<file path="src/rtl/bcd_down_timer_pkg.sv">
// Shared definitions for the BCD down-timer: FSM encoding, BCD digit
// constants and the per-digit load clamp.
package bcd_down_timer_pkg;

  localparam int unsigned BCD_W = 4;

  localparam logic [BCD_W-1:0] BCD_MAX  = 4'd9;
  localparam logic [BCD_W-1:0] BCD_ZERO = 4'd0;

  typedef enum logic [1:0] {
    ST_IDLE    = 2'b00,
    ST_RUN     = 2'b01,
    ST_EXPIRED = 2'b10
  } state_e;

  // Digits above 9 are not BCD; pin them to 9.
  function automatic logic [BCD_W-1:0] bcd_clamp(input logic [BCD_W-1:0] d);
    return (d > BCD_MAX) ? BCD_MAX : d;
  endfunction

endpackage

</file>
<file path="src/rtl/bcd_down_timer_digit.sv">
// One mod-10 down-counting BCD digit with borrow chain.
// Ports:
//   clk, rst      - clock, synchronous active-high reset
//   load          - capture load_digit (priority over decrement)
//   load_digit    - value to load (already sanitised)
//   borrow_in     - decrement request from the digit below (or enable)
//   digit         - registered digit value
//   borrow_out    - decrement request to the digit above
module bcd_down_digit
  import bcd_down_timer_pkg::*;
(
  input  logic             clk,
  input  logic             rst,
  input  logic             load,
  input  logic [BCD_W-1:0] load_digit,
  input  logic             borrow_in,
  output logic [BCD_W-1:0] digit,
  output logic             borrow_out
);

  logic [BCD_W-1:0] digit_q;
  logic [BCD_W-1:0] digit_d;

  // Next digit: load, else decrement with 0 -> 9 wrap, else hold.
  always_comb begin
    digit_d = digit_q;
    if (load) begin
      digit_d = load_digit;
    end else if (borrow_in) begin
      digit_d = (digit_q == BCD_ZERO) ? BCD_MAX : digit_q - BCD_W'(1);
    end
  end

  always_ff @(posedge clk) begin
    if (rst) digit_q <= BCD_ZERO;
    else     digit_q <= digit_d;
  end

  assign digit      = digit_q;
  assign borrow_out = borrow_in & (digit_q == BCD_ZERO);

endmodule

</file>
<file path="src/rtl/bcd_down_timer.sv">
// Loadable multi-digit BCD down-timer with optional auto-reload.
// Ports:
//   clk, rst   - clock, synchronous active-high reset
//   load       - capture load_val (clamped per digit) at the next edge
//   load_val   - BCD start value, digit 0 in [3:0]
//   en         - decrement enable while running
//   q          - registered BCD count
//   zero       - q is all zeros (decoded from the q register)
//   done       - registered one-cycle expiry pulse
//   busy       - state is RUN
module bcd_down_timer
  import bcd_down_timer_pkg::*;
#(
  parameter int unsigned DIGITS      = 2,
  parameter bit          AUTO_RELOAD = 1'b0
) (
  input  logic                clk,
  input  logic                rst,
  input  logic                load,
  input  logic [4*DIGITS-1:0] load_val,
  input  logic                en,
  output logic [4*DIGITS-1:0] q,
  output logic                zero,
  output logic                done,
  output logic                busy
);

  localparam int unsigned W = 4 * DIGITS;

  state_e         state_q, state_d;
  logic           done_q, done_d;
  logic [W-1:0]   reload_q;
  logic [W-1:0]   load_san;
  logic [W-1:0]   dig_data;
  logic           dig_load;
  logic           run;
  logic           expire;
  logic [DIGITS:0] borrow;
  logic           unused_top_borrow;

  // Per-digit clamp of the load value.
  always_comb begin
    load_san = '0;
    for (int i = 0; i < int'(DIGITS); i++) begin
      load_san[BCD_W*i +: BCD_W] = bcd_clamp(load_val[BCD_W*i +: BCD_W]);
    end
  end

  assign run    = (state_q == ST_RUN);
  // Expiry: enabled decrement from exactly 1; a same-edge load overrides it.
  assign expire = run & en & ~load & (q == W'(1));

  // Digits load on an external load or on an auto-reload expiry.
  assign dig_load  = load | (AUTO_RELOAD & expire);
  assign dig_data  = load ? load_san : reload_q;
  assign borrow[0] = run & en & ~load;

  for (genvar g = 0; g < int'(DIGITS); g++) begin : g_digit
    bcd_down_digit u_digit (
      .clk        (clk),
      .rst        (rst),
      .load       (dig_load),
      .load_digit (dig_data[BCD_W*g +: BCD_W]),
      .borrow_in  (borrow[g]),
      .digit      (q[BCD_W*g +: BCD_W]),
      .borrow_out (borrow[g+1])
    );
  end

  // Borrow out of the top digit cannot occur: expiry stops or reloads at 1.
  assign unused_top_borrow = borrow[DIGITS];

  // Next-state and done logic.
  always_comb begin
    state_d = state_q;
    done_d  = 1'b0;
    if (load) begin
      state_d = (load_san == '0) ? ST_IDLE : ST_RUN;
    end else begin
      case (state_q)
        ST_RUN: begin
          if (expire) begin
            done_d  = 1'b1;
            state_d = AUTO_RELOAD ? ST_RUN : ST_EXPIRED;
          end
        end
        ST_IDLE, ST_EXPIRED: state_d = state_q;
        default:             state_d = ST_IDLE;
      endcase
    end
  end

  always_ff @(posedge clk) begin
    if (rst) begin
      state_q <= ST_IDLE;
      done_q  <= 1'b0;
    end else begin
      state_q <= state_d;
      done_q  <= done_d;
    end
  end

  // Reload register follows every load, including a zero load.
  always_ff @(posedge clk) begin
    if (rst)       reload_q <= '0;
    else if (load) reload_q <= load_san;
  end

  assign done = done_q;
  assign busy = run;
  assign zero = (q == '0);

endmodule

</file>
<file path="config.mk">
export PLATFORM = sky130hd
export DESIGN_NAME = bcd_down_timer
export DESIGN_NICKNAME = d
export VERILOG_FILES = /design/src/rtl/bcd_down_timer_pkg.sv /design/src/rtl/bcd_down_timer_digit.sv /design/src/rtl/bcd_down_timer.sv
export SDC_FILE = /design/constraint.sdc
export NUM_CORES = 1
export LEC_CHECK = 0
export CELL_PAD_IN_SITES_DETAIL_PLACEMENT = 0
export CELL_PAD_IN_SITES_GLOBAL_PLACEMENT = 1
export CORE_ASPECT_RATIO = 1.25
export CORE_MARGIN = 2
export CORE_UTILIZATION = 30
export CTS_CLUSTER_DIAMETER = 30
export DETAILED_ROUTE_END_ITERATION = 10
export PLACE_DENSITY_LB_ADDON = 0.08
export RECOVER_POWER = 50
export SLEW_MARGIN = 20
export SYNTH_ARGS = -nofsm -noshare
export SYNTH_HDL_FRONTEND = slang
export SYNTH_SLANG_ARGS = --single-unit
export TNS_END_PERCENT = 30
</file>
<file path="constraint.sdc">
create_clock -name clk -period 1.9 [get_ports clk]
set_input_delay 0.19 -clock clk [delete_from_list [all_inputs] [get_ports clk]]
set_output_delay 0.19 -clock clk [all_outputs]
set_load 0.01 [all_outputs]
</file>
==> metrics.csv, run 1 <==
stage;metric;value;unit
min_path;Worst Hold Path Cells;2;
die;Rows;18;
timing;WHS;0.513;ns
worst_setup_path;CP Class;reg2out;
power;sw power;0.172;mW
grt;remaining global-route overflow;0;
power;Worst VDD drop;0.342;mV
drt;Remaining DRCs;0;
clock_network;Inserted Clock Buffers;3;
grt;overall routing resource usage;16.5;%
placed_design;detailed placer's ending HPWL;1410;um
logic_synthesis;syn nets;87;
logic_synthesis;syn avg cell area;8.76;um^2
clock_network;CTS Hold Bufs;0;
min_path;worst min path class;reg2reg;
min_path;Endpoint, Worst Hold;state_q[1];
clock_network;clock-pin transition on the worst setup and hold timing paths;0.07;ns
worst_setup_path;Arrival @ worst endpoint;1.44;ns
timing;setup TNS;0;ns
power;Power Internal;0.413;mW
flow_run;Max Cap Viol;0;
clock_network;clk root buf;clkbuf_4;
grt;initial antenna violation count;0;
power;Comb pwr share;26.6;%
worst_setup_path;Critical Path Source Type;register;
clock_network;# clock sinks;11;
power;Leak;0.341;nW
final_layout;area added between synthesis and finish;44.6;%
die;Die Span Y;56.3;um
logic_synthesis;synth warn;0;
worst_setup_path;reg2reg path depth;4;
logic_synthesis;Seq cells post-synth;11;
clock_network;CTS tree;done;
final_layout;ant diodes;0;
logic_synthesis;synth top area cells;dfxtp_1 (34%), o211ai_1 (4.6%), nor2_1 (4.0%), a221oi_1 (4.0%), a311oi_1 (4.0%);
logic_synthesis;synth unique cells;37;
timing;Max Slew Vio Count;0;
timing;max_slew headroom;71.4;%
min_path;Hold Crit Start;state_q[1];
timing;period utilization;85.9;%
run_status;status;completed;
die;Core Area;0.00203;mm^2
die;IO Pins;23;
logic_synthesis;post-synthesis sequential area ratio;33.5;%
final_layout;Core Util, Final;46.9;%
worst_setup_path;Reg-to-Reg End;g_digit[1].u_digit.digit[3];
logic_synthesis;most common cell in the netlist;dfxtp_1;
drt;post-route antenna net violation count;0;
timing;Clock Skew;0.00494;ns
clock_network;H-tree levels;1;
die;Die Area;0.00258;mm^2
grt;global-route wire length before repair;3190;um
power;Net Sw Frac;29.4;%
timing;Final setup viols;0;
logic_synthesis;synthesized area;657;um^2
worst_setup_path;flop2flop setup slack;0.34;ns
grt;largest net degree at the start of global routing;9;
logic_synthesis;Async SR Flop Fraction;0;%
logic_synthesis;post-synth top area cell;dfxtp_1;
clock_network;CTS Buffer Depth;2;
clock_network;worst skew pair latency;0.27;ns
timing;RSZ-0062 raised after global routing;false;
worst_setup_path;critical path fanouts, max;5;
logic_synthesis;ys flop type;dfxtp_1;
drt;Iter 0 DRT Violations;15;
final_layout;Final #Nets;116;
worst_setup_path;Worst Path Required;1.71;ns
drt;Post-Route WL;1830;um
worst_setup_path;reg2reg start;g_digit[0].u_digit.digit[1];
timing;worst slew pin tran;0.428;ns
placed_design;placed cells;119;
die;die span in x;45.9;um
grt;vias in the first global route;681;
power;Flop pwr share;45.2;%
drt;vias per cell;5.84;
drt;drt pass-1 iters;4;
power;clock group share of total power;28.2;%
placed_design;PortBufs;22;
timing;Final Hold Fails;0;
timing;final critical-path required period;1.63;ns
timing;maximum clock rate;613;MHz
drt;via count;718;
final_layout;layout cells sized above 1;11.7;%
clock_network;Setup Buffers After CTS;0;
die;initial core utilization;32.4;%
worst_setup_path;Crit. End Element;primary output;
power;PD cells;616;mW/mm^2
logic_synthesis;Mapped Cells;75;
drt;routed len/inst;14.8;um
logic_synthesis;Post-synth top cells;dfxtp_1 (11), nor2_1 (7), o211ai_1 (4);
logic_synthesis;Synth top area share;33.5;%
placed_design;RD Place Congestion;0.764;
final_layout;Layout Cells excl Fill;123;
logic_synthesis;Post-synth EDFFs;0;
-- worst max-delay path, cell delays in order (launching register included) --
cell	delay [ns]
dfxtp_1	0.39
nor2b_1	0.22
clkdlybuf4s50_1	0.57
-- kinds of logic (layout without fill, tap and decap cells) --
group           after synthesis  count (layout)  synth area share (%)
simple gates                 35              35                  34.3
buf+inv                       6              34                  4.57
xor+xnor                      1               1                  1.33
flops                        11              11                  33.5
compound gates               22              22                  26.3
-- area by class of cell --
cell class | instances | area [um^2]
flip-flops and latches | 11 | 221
inverters | 2 | 7.51
repair buffers | 28 | 264
clock buffers | 4 | 26.3
well taps | 20 | 25.0
fillers | 217 | 1080
multi-input cells | 58 | 405
-- placed cells by master (no fill, tap or decap), types with 2 or more instances in the layout --
master,n
dlygate4sd3_1,2
a221oi_1,3
clkbuf_1,2
nor2b_1,3
clkdlybuf4s50_1,19
dfxtp_1,10
a21oi_1,2
a311oi_1,3
nand3b_1,2
nand2_1,3
buf_4,5
nand2b_1,3
clkbuf_4,3
nor2_1,7
inv_1,2
nand4_1,2
o211ai_1,4
nor4_1,4
-- worst max path at each step --
stage	startpoint	to	slack, ns	cells after the start
final	state_q[0]	busy	0.27	2
after global routing	state_q[0]	busy	0.16	2
after CTS	g_digit[0].u_digit.digit[3]	zero	0.009	4
after detailed placement	g_digit[0].u_digit.digit[3]	zero	0.27	4
after global placement	g_digit[0].u_digit.digit[3]	zero	0.27	4
after floorplan	g_digit[0].u_digit.digit[1]	g_digit[1].u_digit.digit[3]	0.41	4
-- sequential cells by signal, summed over array words and instances, names as in the netlist --
register,cells
done,1
g_digit.u_digit.digit,8
state_q,2
-- through the flow --
step	area, um^2	worst slack, ns	power (mW)
after CTS	960	0.00916	0.599
after global placement	925	0.273	0.431
after global routing	950	0.156	0.628
final	950	0.267	0.585
after detailed placement	925	0.271	0.429
after floorplan	657	0.410	0.345
-- power by group through the flow --
stage / clock network (mW) / registers (mW) / logic, mW
floorplan: 0 / 0.271 / 0.0734
global placement: 0 / 0.269 / 0.162
detailed placement: 0 / 0.269 / 0.160
CTS: 0.171 / 0.266 / 0.163
global route: 0.191 / 0.267 / 0.171
finish: 0.165 / 0.264 / 0.156
-- repair_timing --
action                     in CTS  in global routing
resized for setup               1                  5
pin swaps                       0                  0
setup endpoints to repair       1                  1
-- per-layer routing --
layer | up-vias | share of wire, % | wire [um] | track usage, %
li1 | 351 | - | - | -
met1 | 341 | 47 | 866 | 22.7
met2 | 22 | 47 | 865 | 24.4
met3 | 4 | 3.2 | 59 | 2.89
met4 | 0 | 1.9 | 35 | 7.35
met5 | - | 0 | 0 | 0
Note: power is estimated with default switching activity, not from simulation.
==> run 2: changes to the inputs <==
CORE_ASPECT_RATIO = 1.1   (was 1.25)
CORE_UTILIZATION = 31   (was 30)
PLACE_DENSITY_LB_ADDON = 0.1   (was 0.08)
==> run 2 against run 1 <==
Clock skew is 0.00078 ns higher; hold slack better by 0.011 ns; clock power barely moved; power is 0.57% higher; critical path depth unchanged; global-route usage up 0.67 points; via count grew 2.1%; sequential share of layout area is 0.81 points lower; routed wire length fell by 0.22%.
==> metrics.csv, run 2 (same netlist as run 1, synthesis figures left out) <==
stage;metric;value;unit
run_status;status;completed;
die;Die Area;0.00250;mm^2
worst_setup_path;Arrival @ worst endpoint;1.44;ns
drt;Post-Route WL;1820;um
final_layout;Layout Cells excl Fill;134;
final_layout;fillers;221;
clock_network;CTS Buffer Depth;2;
drt;drt pass-1 iters;4;
die;IO Pins;23;
grt;overall routing resource usage;17.2;%
clock_network;CTS tree;done;
clock_network;H-tree levels;1;
final_layout;max FFs per register;8;
grt;met2 global-route usage;27.1;%
grt;remaining global-route overflow;0;
worst_setup_path;Worst Path Required;1.71;ns
timing;Final Hold Fails;0;
worst_setup_path;Critical Path Source Type;register;
final_layout;most common cell after layout, fill and taps aside;clkdlybuf4s50_1;
clock_network;# clock sinks;11;
timing;post-layout worst setup margin;0.272;ns
timing;Final setup viols;0;
flow_run;Max Cap Viol;0;
grt;initial antenna violation count;0;
timing;maximum clock rate;614;MHz
drt;via count;733;
placed_design;detailed placer's ending HPWL;1430;um
final_layout;Final #Nets;119;
grt;Global Route met1 Usage;22.5;%
power;Comb pwr share;28.3;%
clock_network;clock-pin transition on the worst setup and hold timing paths;0.08;ns
final_layout;most frequent cells in the layout;clkdlybuf4s50_1 (18), dfxtp_1 (11), buf_4 (9);
clock_network;worst skew pair latency;0.27;ns
power;clock group share of total power;28.0;%
power;Leak;0.346;nW
die;Core Area;0.00200;mm^2
die;Rows;17;
drt;routed len/inst;13.6;um
worst_setup_path;critical path fanouts, max;5;
power;Worst VDD drop;0.324;mV
final_layout;layout cells sized above 1;13.2;%
drt;Remaining DRCs;0;
power;Tot Pwr;0.588;mW
final_layout;Seq. cell area;220;um^2
die;initial core utilization;32.9;%
placed_design;placed cells;130;
timing;Clock Skew;0.00572;ns
final_layout;area of the multi-input gates;403;um^2
die;die span in x;47.9;um
drt;Iter 0 DRT Violations;10;
grt;global-route wire length before repair;3020;um
clock_network;clk root buf;clkbuf_4;
grt;met3 GRT Util;4.14;%
timing;RSZ-0062 raised after global routing;false;
drt;vias per cell;5.47;
worst_setup_path;Crit. End Element;primary output;
power;Net Sw Frac;29.2;%
power;PD cells;601;mW/mm^2
timing;worst slew pin tran;0.329;ns
timing;setup TNS;0;ns
grt;vias in the first global route;658;
final_layout;area added between synthesis and finish;49.0;%
clock_network;Inserted Clock Buffers;3;
worst_setup_path;CP Class;reg2out;
placed_design;PortBufs;22;
timing;Max Slew Vio Count;0;
power;sw power;0.172;mW
grt;gr busiest metal;met2;
clock_network;Setup Buffers After CTS;0;
drt;post-route antenna net violation count;0;
die;Die Span Y;52.3;um
min_path;worst min path class;reg2reg;
power;Flop pwr share;43.7;%
placed_design;RD Place Congestion;0.764;
grt;largest net degree at the start of global routing;11;
timing;period utilization;85.7;%
power;Power Internal;0.416;mW
timing;max_slew headroom;78.0;%
final_layout;ant diodes;0;
placed_design;DP Worst Slack;0.285;ns
timing;final critical-path required period;1.63;ns
run 2: layout make-up:
type | count | share of cell area, %
Sequential cell | 11 | 22.5
Inverter | 2 | 0.767
Multi-Input combinational cell | 58 | 41.2
Tap cell | 28 | 3.58
Timing Repair Buffer | 31 | 29.3
Clock buffer | 4 | 2.69
run 2: worst max-delay path, stage by stage, from the launching register on:
cell and delay, ns:
dfxtp_1 0.38, nor2b_1 0.23, clkdlybuf4s50_1 0.57
run 2: final timing paths:
kind                                     from                     endpoint  slack (ns)  cells after the start
hold / removal    g_digit[1].u_digit.digit[0]  g_digit[1].u_digit.digit[0]        0.52                      2
setup / recovery                   state_q[0]                         busy        0.27                      2
hold reg to reg   g_digit[1].u_digit.digit[0]  g_digit[1].u_digit.digit[0]        0.52                      2
setup reg to reg  g_digit[0].u_digit.digit[1]  g_digit[1].u_digit.digit[3]        0.30                      4
run 2: layer usage:
| metal | routed length (um) | vias up |
|---|---|---|
| met5 | 0 | - |
| met2 | 873 | 30 |
| met1 | 840 | 342 |
| li1 | - | 359 |
| met4 | 14 | 0 |
| met3 | 94 | 2 |
run 2: power groups by stage:
stage	logic (mW)	registers (mW)	clock network, mW
final	0.167	0.257	0.165
after global routing	0.183	0.260	0.191
after CTS	0.172	0.257	0.172
after detailed placement	0.173	0.263	0
after global placement	0.174	0.262	0
after floorplan	0.0734	0.271	0
run 2: repair_timing:
action	4_1_cts	5_1_grt
gates resized for setup	1	0
hold buffers	0	0
endpoints found under the setup margin	1	0
hold endpoints to repair	0	0
run 2: stage by stage:
stage | area (um^2) | util (%) | hold slack [ns]
5_1_grt | 978 | 48.9 | 0.574
4_1_cts | 982 | 49.1 | 0.524
6_report | 978 | 48.9 | 0.524
3_3_place_gp | 957 | 47.9 | 0.502
2_1_floorplan | 657 | - | 0.363
3_5_place_dp | 957 | 47.9 | 0.511
